==> src/rtl/id_imm_stage_pkg.sv <==
// Shared definitions for the decode-stage immediate sequencer: opcode constants,
// immediate format codes, buffer states and the payload carried to ID/EX.
package id_imm_stage_pkg;

  localparam int DATA_W = 16;

  typedef enum logic [2:0] {
    FMT_NONE = 3'd0,
    FMT_SE11 = 3'd1,
    FMT_SE8  = 3'd2,
    FMT_ZE8  = 3'd3,
    FMT_SE4  = 3'd4,
    FMT_SE5  = 3'd5,
    FMT_SH3  = 3'd6
  } fmt_e;

  localparam logic [4:0] OP_SE11_B = 5'b00010;
  localparam logic [4:0] OP_SE8_0  = 5'b00100;
  localparam logic [4:0] OP_SE8_1  = 5'b00101;
  localparam logic [4:0] OP_SE8_2  = 5'b01001;
  localparam logic [4:0] OP_SE8_3  = 5'b01010;
  localparam logic [4:0] OP_SE8_4  = 5'b01100;
  localparam logic [4:0] OP_SE8_5  = 5'b10010;
  localparam logic [4:0] OP_SE8_6  = 5'b11010;
  localparam logic [4:0] OP_ZE8_0  = 5'b01101;
  localparam logic [4:0] OP_ZE8_1  = 5'b01011;
  localparam logic [4:0] OP_SE4    = 5'b01000;
  localparam logic [4:0] OP_SE5_0  = 5'b10011;
  localparam logic [4:0] OP_SE5_1  = 5'b11011;
  localparam logic [4:0] OP_SH3    = 5'b00110;

  // A zero shift field encodes a shift of eight.
  localparam logic [DATA_W-1:0] SH3_ZERO_IMM = 16'd8;

  typedef enum logic [1:0] {
    ST_EMPTY = 2'd0,
    ST_ONE   = 2'd1,
    ST_TWO   = 2'd2
  } buf_state_e;

  typedef struct packed {
    logic [DATA_W-1:0] inst;
    logic [DATA_W-1:0] pc;
    logic [DATA_W-1:0] imm;
    fmt_e              fmt;
  } payload_t;

endpackage

==> src/rtl/id_imm_stage_imm_gen.sv <==
// Combinational immediate formatter: classifies the opcode and produces the
// 16-bit extended immediate together with its format code.
module id_imm_stage_imm_gen
  import id_imm_stage_pkg::*;
(
  input  logic [DATA_W-1:0] i_inst,
  output fmt_e              o_fmt,
  output logic [DATA_W-1:0] o_imm
);

  logic [4:0] w_op;
  assign w_op = i_inst[15:11];

  always_comb begin
    o_fmt = FMT_NONE;
    o_imm = '0;
    case (w_op)
      OP_SE11_B: begin
        o_fmt = FMT_SE11;
        o_imm = {{5{i_inst[10]}}, i_inst[10:0]};
      end
      OP_SE8_0, OP_SE8_1, OP_SE8_2, OP_SE8_3, OP_SE8_4, OP_SE8_5, OP_SE8_6: begin
        o_fmt = FMT_SE8;
        o_imm = {{8{i_inst[7]}}, i_inst[7:0]};
      end
      OP_ZE8_0, OP_ZE8_1: begin
        o_fmt = FMT_ZE8;
        o_imm = {8'h00, i_inst[7:0]};
      end
      OP_SE4: begin
        o_fmt = FMT_SE4;
        o_imm = {{12{i_inst[3]}}, i_inst[3:0]};
      end
      OP_SE5_0, OP_SE5_1: begin
        o_fmt = FMT_SE5;
        o_imm = {{11{i_inst[4]}}, i_inst[4:0]};
      end
      OP_SH3: begin
        o_fmt = FMT_SH3;
        o_imm = (i_inst[4:2] == 3'd0) ? SH3_ZERO_IMM : {13'd0, i_inst[4:2]};
      end
      default: ;
    endcase
  end

endmodule

==> src/rtl/id_imm_stage.sv <==
// Decode-stage immediate sequencer: formats the immediate on the input side and
// buffers up to two instructions in a main/skid pair toward ID/EX.
//
// state    | meaning
// ST_EMPTY | nothing held, out_valid=0
// ST_ONE   | main register holds the oldest instruction
// ST_TWO   | main and skid both held, intake stalled
module id_imm_stage
  import id_imm_stage_pkg::*;
#(
  parameter int IMM_W = 16
) (
  input  logic             clk,
  input  logic             rst,
  input  logic             in_valid,
  output logic             in_ready,
  input  logic [IMM_W-1:0] in_inst,
  input  logic [IMM_W-1:0] in_pc,
  input  logic             flush,
  output logic             out_valid,
  input  logic             out_ready,
  output logic [IMM_W-1:0] out_inst,
  output logic [IMM_W-1:0] out_pc,
  output logic [IMM_W-1:0] out_imm,
  output logic [2:0]       out_fmt
);

  buf_state_e        r_state;
  buf_state_e        w_state_nxt;
  payload_t          r_main;
  payload_t          r_skid;
  payload_t          w_new;
  logic              r_in_ready;
  logic              w_accept;
  logic              w_emit;
  logic              w_load_main;
  logic              w_load_skid;
  logic              w_promote;
  fmt_e              w_fmt;
  logic [DATA_W-1:0] w_imm;

  id_imm_stage_imm_gen u_imm_gen (
    .i_inst (in_inst),
    .o_fmt  (w_fmt),
    .o_imm  (w_imm)
  );

  assign w_new = '{inst: in_inst, pc: in_pc, imm: w_imm, fmt: w_fmt};

  assign w_accept = in_valid & r_in_ready;
  assign w_emit   = (r_state != ST_EMPTY) & out_ready;

  always_comb begin
    w_state_nxt = r_state;
    w_load_main = 1'b0;
    w_load_skid = 1'b0;
    w_promote   = 1'b0;
    case (r_state)
      ST_EMPTY: begin
        if (w_accept) begin
          w_state_nxt = ST_ONE;
          w_load_main = 1'b1;
        end
      end
      ST_ONE: begin
        if (w_accept && w_emit) begin
          w_load_main = 1'b1;
        end else if (w_accept) begin
          w_state_nxt = ST_TWO;
          w_load_skid = 1'b1;
        end else if (w_emit) begin
          w_state_nxt = ST_EMPTY;
        end
      end
      ST_TWO: begin
        if (w_emit) begin
          w_state_nxt = ST_ONE;
          w_promote   = 1'b1;
        end
      end
      default: w_state_nxt = ST_EMPTY;
    endcase
    // Flush wins over everything, including a same-cycle accept.
    if (flush) begin
      w_state_nxt = ST_EMPTY;
      w_load_main = 1'b0;
      w_load_skid = 1'b0;
      w_promote   = 1'b0;
    end
  end

  always_ff @(posedge clk) begin
    if (rst) begin
      r_state    <= ST_EMPTY;
      r_in_ready <= 1'b1;
      r_main     <= '0;
      r_skid     <= '0;
    end else begin
      r_state    <= w_state_nxt;
      r_in_ready <= (w_state_nxt != ST_TWO);
      if (w_load_main) begin
        r_main <= w_new;
      end else if (w_promote) begin
        r_main <= r_skid;
      end
      if (w_load_skid) begin
        r_skid <= w_new;
      end
    end
  end

  assign in_ready  = r_in_ready;
  assign out_valid = (r_state != ST_EMPTY);
  assign out_inst  = r_main.inst;
  assign out_pc    = r_main.pc;
  assign out_imm   = r_main.imm;
  assign out_fmt   = r_main.fmt;

endmodule

==> config.mk <==
export PLATFORM = sky130hd
export DESIGN_NAME = id_imm_stage
export DESIGN_NICKNAME = d
export VERILOG_FILES = /design/src/rtl/id_imm_stage_pkg.sv /design/src/rtl/id_imm_stage_imm_gen.sv /design/src/rtl/id_imm_stage.sv
export SDC_FILE = /design/constraint.sdc
export NUM_CORES = 1
export LEC_CHECK = 0
export ABC_CLOCK_PERIOD_IN_PS = 3680
export CAP_MARGIN = 20
export CORE_MARGIN = 1.5
export CORE_UTILIZATION = 35
export CTS_BUF_LIST = sky130_fd_sc_hd__clkbuf_8
export CTS_CLUSTER_DIAMETER = 150
export DETAILED_ROUTE_END_ITERATION = 8
export GPL_TIMING_DRIVEN = 0
export HOLD_SLACK_MARGIN = 0.02
export PLACE_DENSITY = 0.6
export SLEW_MARGIN = 10
export SYNTH_ARGS = -nofsm -noshare
export SYNTH_HDL_FRONTEND = slang
export SYNTH_HIERARCHICAL = 1
export SYNTH_SLANG_ARGS = --single-unit
==> constraint.sdc <==
create_clock -name clk -period 3.68 [get_ports clk]
set_input_delay 0.368 -clock clk [delete_from_list [all_inputs] [get_ports clk]]
set_output_delay 0.368 -clock clk [all_outputs]
set_load 0.03 [all_outputs]
==> results of run 1 <==
-- cell type report --
type                    instances  area [um^2]
well taps                     176          220
repair buffers                 88          881
multi-input cells             423         2440
plain buffers                  56          307
clock buffers                  12          165
clock inverters                 3         16.3
inverters                       4         15.0
flip-flops and latches        105         2100
fillers                      1323         7250
-- worst max-delay path, stage by stage --
cell             delay [ns]
clkdlybuf4s50_1        0.56
buf_2                  0.23
nand2b_1               0.13
nor4_1                 0.57
nand2_1                0.13
nand3_1                0.32
buf_4                  0.19
nor2_1                 0.05
a311oi_2               0.24
-- kinds of logic after synthesis --
family / Yosys count / share of synthesized area
buffers and inverters: 60 / 0.0660
AND/OR/NAND/NOR: 295 / 0.251
AO/OA/AOI/OAI: 125 / 0.245
flip-flops: 105 / 0.432
multiplexers: 3 / 0.00617
-- cells in the mapped netlist (2+ instances only) --
library cell,number
dfxtp_1,105
nand2b_1,2
a21oi_1,54
a21o_1,3
a22o_1,4
inv_1,4
buf_4,6
nor2_1,58
nor3_1,2
buf_6,8
o31ai_1,2
nor2b_1,4
nand2_1,208
nand3b_1,2
buf_2,11
and3b_1,2
nand3_1,4
clkbuf_1,31
mux2i_1,3
a311oi_2,50
o21ai_1,4
nor3b_1,3
-- through the flow --
step / cell area, um^2 / setup slack (ns)
after global routing: 6150 / 1.08
final: 6150 / 1.19
after CTS: 6150 / 1.23
after floorplan: 4870 / 1.91
after global placement: 5970 / 0.871
after detailed placement: 5970 / 0.822
-- cells in the final DEF (no fill, tap or decap), types with 2 or more instances in the layout --
cell,instances
inv_1,5
nand3_1,4
nand3b_1,2
nor3_1,2
nor2b_1,4
clkdlybuf4s50_1,88
buf_4,6
a21oi_1,54
a21o_1,3
a311oi_2,50
o21ai_1,4
clkbuf_8,12
a22o_1,4
buf_6,8
clkbuf_1,31
o31ai_1,2
nand2b_1,2
mux2i_1,3
dfxtp_1,105
nor3b_1,3
nand2_1,208
buf_2,11
nor2_1,58
and3b_1,2
-- final timing paths --
check | from | endpoint | slack [ns] | depth (start not counted)
min | rst | in_ready | 0.32 | 2
max reg2reg | r_state[1] | out_pc[12] | 1.78 | 5
max | in_inst[12] | out_imm[13] | 1.19 | 9
min reg2reg | r_skid[50] | r_skid[50] | 0.46 | 2
-- layer usage --
layer / routed length, um / part of all wire / GRT usage / vias to the layer above
li1: - / - / - / 2187
met1: 6170 / 0.46 / 0.235 / 2087
met2: 6250 / 0.47 / 0.317 / 111
met3: 725 / 0.054 / 0.0540 / 14
met4: 204 / 0.015 / 0.0581 / 0
met5: 0 / 0 / 0 / -
-- registers in the layout, summed over array words and instances, names as in the netlist --
signal and flops:
r_state 2, in_ready 1, out_inst 16, out_imm 16, out_fmt 3, r_skid 51, out_pc 16
-- power by group --
group / internal [mW] / leakage [nW] / switching, mW
registers: 1.18 / 0.856 / 0.0255
clock network: 0.295 / 0.0957 / 0.391
logic: 0.187 / 1.12 / 0.249
total: 1.66 / 2.07 / 0.665
==> results.ini, run 1 <==
[status]
status=completed

[logic_synthesis]
synth.distinct_cells=40
syn_nets=625
synth_top_area_cell=dfxtp_1
synth-edff-count=0
syn_avg_cell_area_um2=8.28
yosysSeqAreaShare=0.432
synth_cells=588
synth_area_leaders=dfxtp_1 43%, nand2_1 16%, a311oi_2 15%
synth_ff_type=dfxtp_1
syn_area_um2=4870
synth_top_area_share=0.432
ys.warnings.count=6
async_reset_ff_frac=0
synth_seq_cells=105

[floorplanning]
die-area_um2=14600
start_util=0.363
core_area_um2=13400
num_rows=42
die_y_um=121
fp.dieW_um=121
io_pins=90

[sta]
fmax_ghz=0.402
hold_ws_ns=0.318
fin_skew_ns=0.00781
setup_viol=0
rsz0062_at_grt=false
finalCritPeriodShare=0.676
period_needed_ns=2.49
hold_viol=0
tightest_slew_ns=0.780
relSlewSlack=0.480
finalSetupTns_ns=0
drv_slew=0

[placed_design]
place.gp.congestion=0.821
place_inst=852
place_hpwl_um=9550
io_buffers=88

[cells_and_area]
final_nets=724
antenna_cells=0
drive_gt1_frac=0.137
layout.cells.non_filler=867
area_growth_pct=26.3
final_util=0.459

[clock_network]
cts-root-buf=clkbuf_8
htree_levels=3
cts_tree=yes
cts_made_buffers=9
postCtsSetupBuffers=0
ctsResizeCount=0
clkTransAtPathRegs_ns=0.09
numClockSinks=105
clk_path_buf_depth=2
clk-insertion-delay-late_ns=0.38
cts_hold_buf=0

[setup_path]
cp.arrival_ns=2.79
path_class=in2reg
cp_max_fo=8
required_ns=3.98
cp-end-kind=flip-flop
worstSetupStartpointType=input port

[grt]
grt_usage=0.189
grt_pass1_wl_um=21800
antenna_found_initial=0
grt_max_degree=16
overflow=0
grt_pass1_vias=4447

[detailed_routing]
wl_per_cell_um=15.4
postRouteAntennaNets=0
wirelength_um=13400
vias=4399
viasPerCell=5.07
dr.pass1.iters=5
drcViolationCount=0
first_iter_violations=269

[run]
cap_violations=0

[pwr]
finalPower_mw=2.33
leakage_nw=2.07
power.density_nw_per_um2=378
ir_drop_mv=0.208

[worst_hold_path]
min_path_type=in2reg

Power figures use the tool's default switching activity.
==> inputs of run 2 (changes only) <==
--- a/config.mk
+++ b/config.mk
@@ -5,7 +5,7 @@
 export SDC_FILE = /design/constraint.sdc
 export NUM_CORES = 1
 export LEC_CHECK = 0
-export ABC_CLOCK_PERIOD_IN_PS = 3680
+export ABC_CLOCK_PERIOD_IN_PS = 2500
 export CAP_MARGIN = 20
 export CORE_MARGIN = 1.5
 export CORE_UTILIZATION = 35
==> constraint.sdc (replaced) <==
create_clock -name clk -period 2.5 [get_ports clk]
set_input_delay 0.25 -clock clk [delete_from_list [all_inputs] [get_ports clk]]
set_output_delay 0.25 -clock clk [all_outputs]
set_load 0.03 [all_outputs]
==> results of run 2 <==
The final DEF is identical to that of run 1. Status: completed.
Main changes from that run: setup slack after placement 0.822 ns -> -0.240 ns; setup slack after layout 1.19 ns -> 0.129 ns; hold slack 0.318 ns -> 0.200 ns; register-to-register setup slack 1.78 ns -> 0.60 ns; total power 2.33 mW -> 3.42 mW; worst IR drop on VDD 0.208 mV -> 0.306 mV
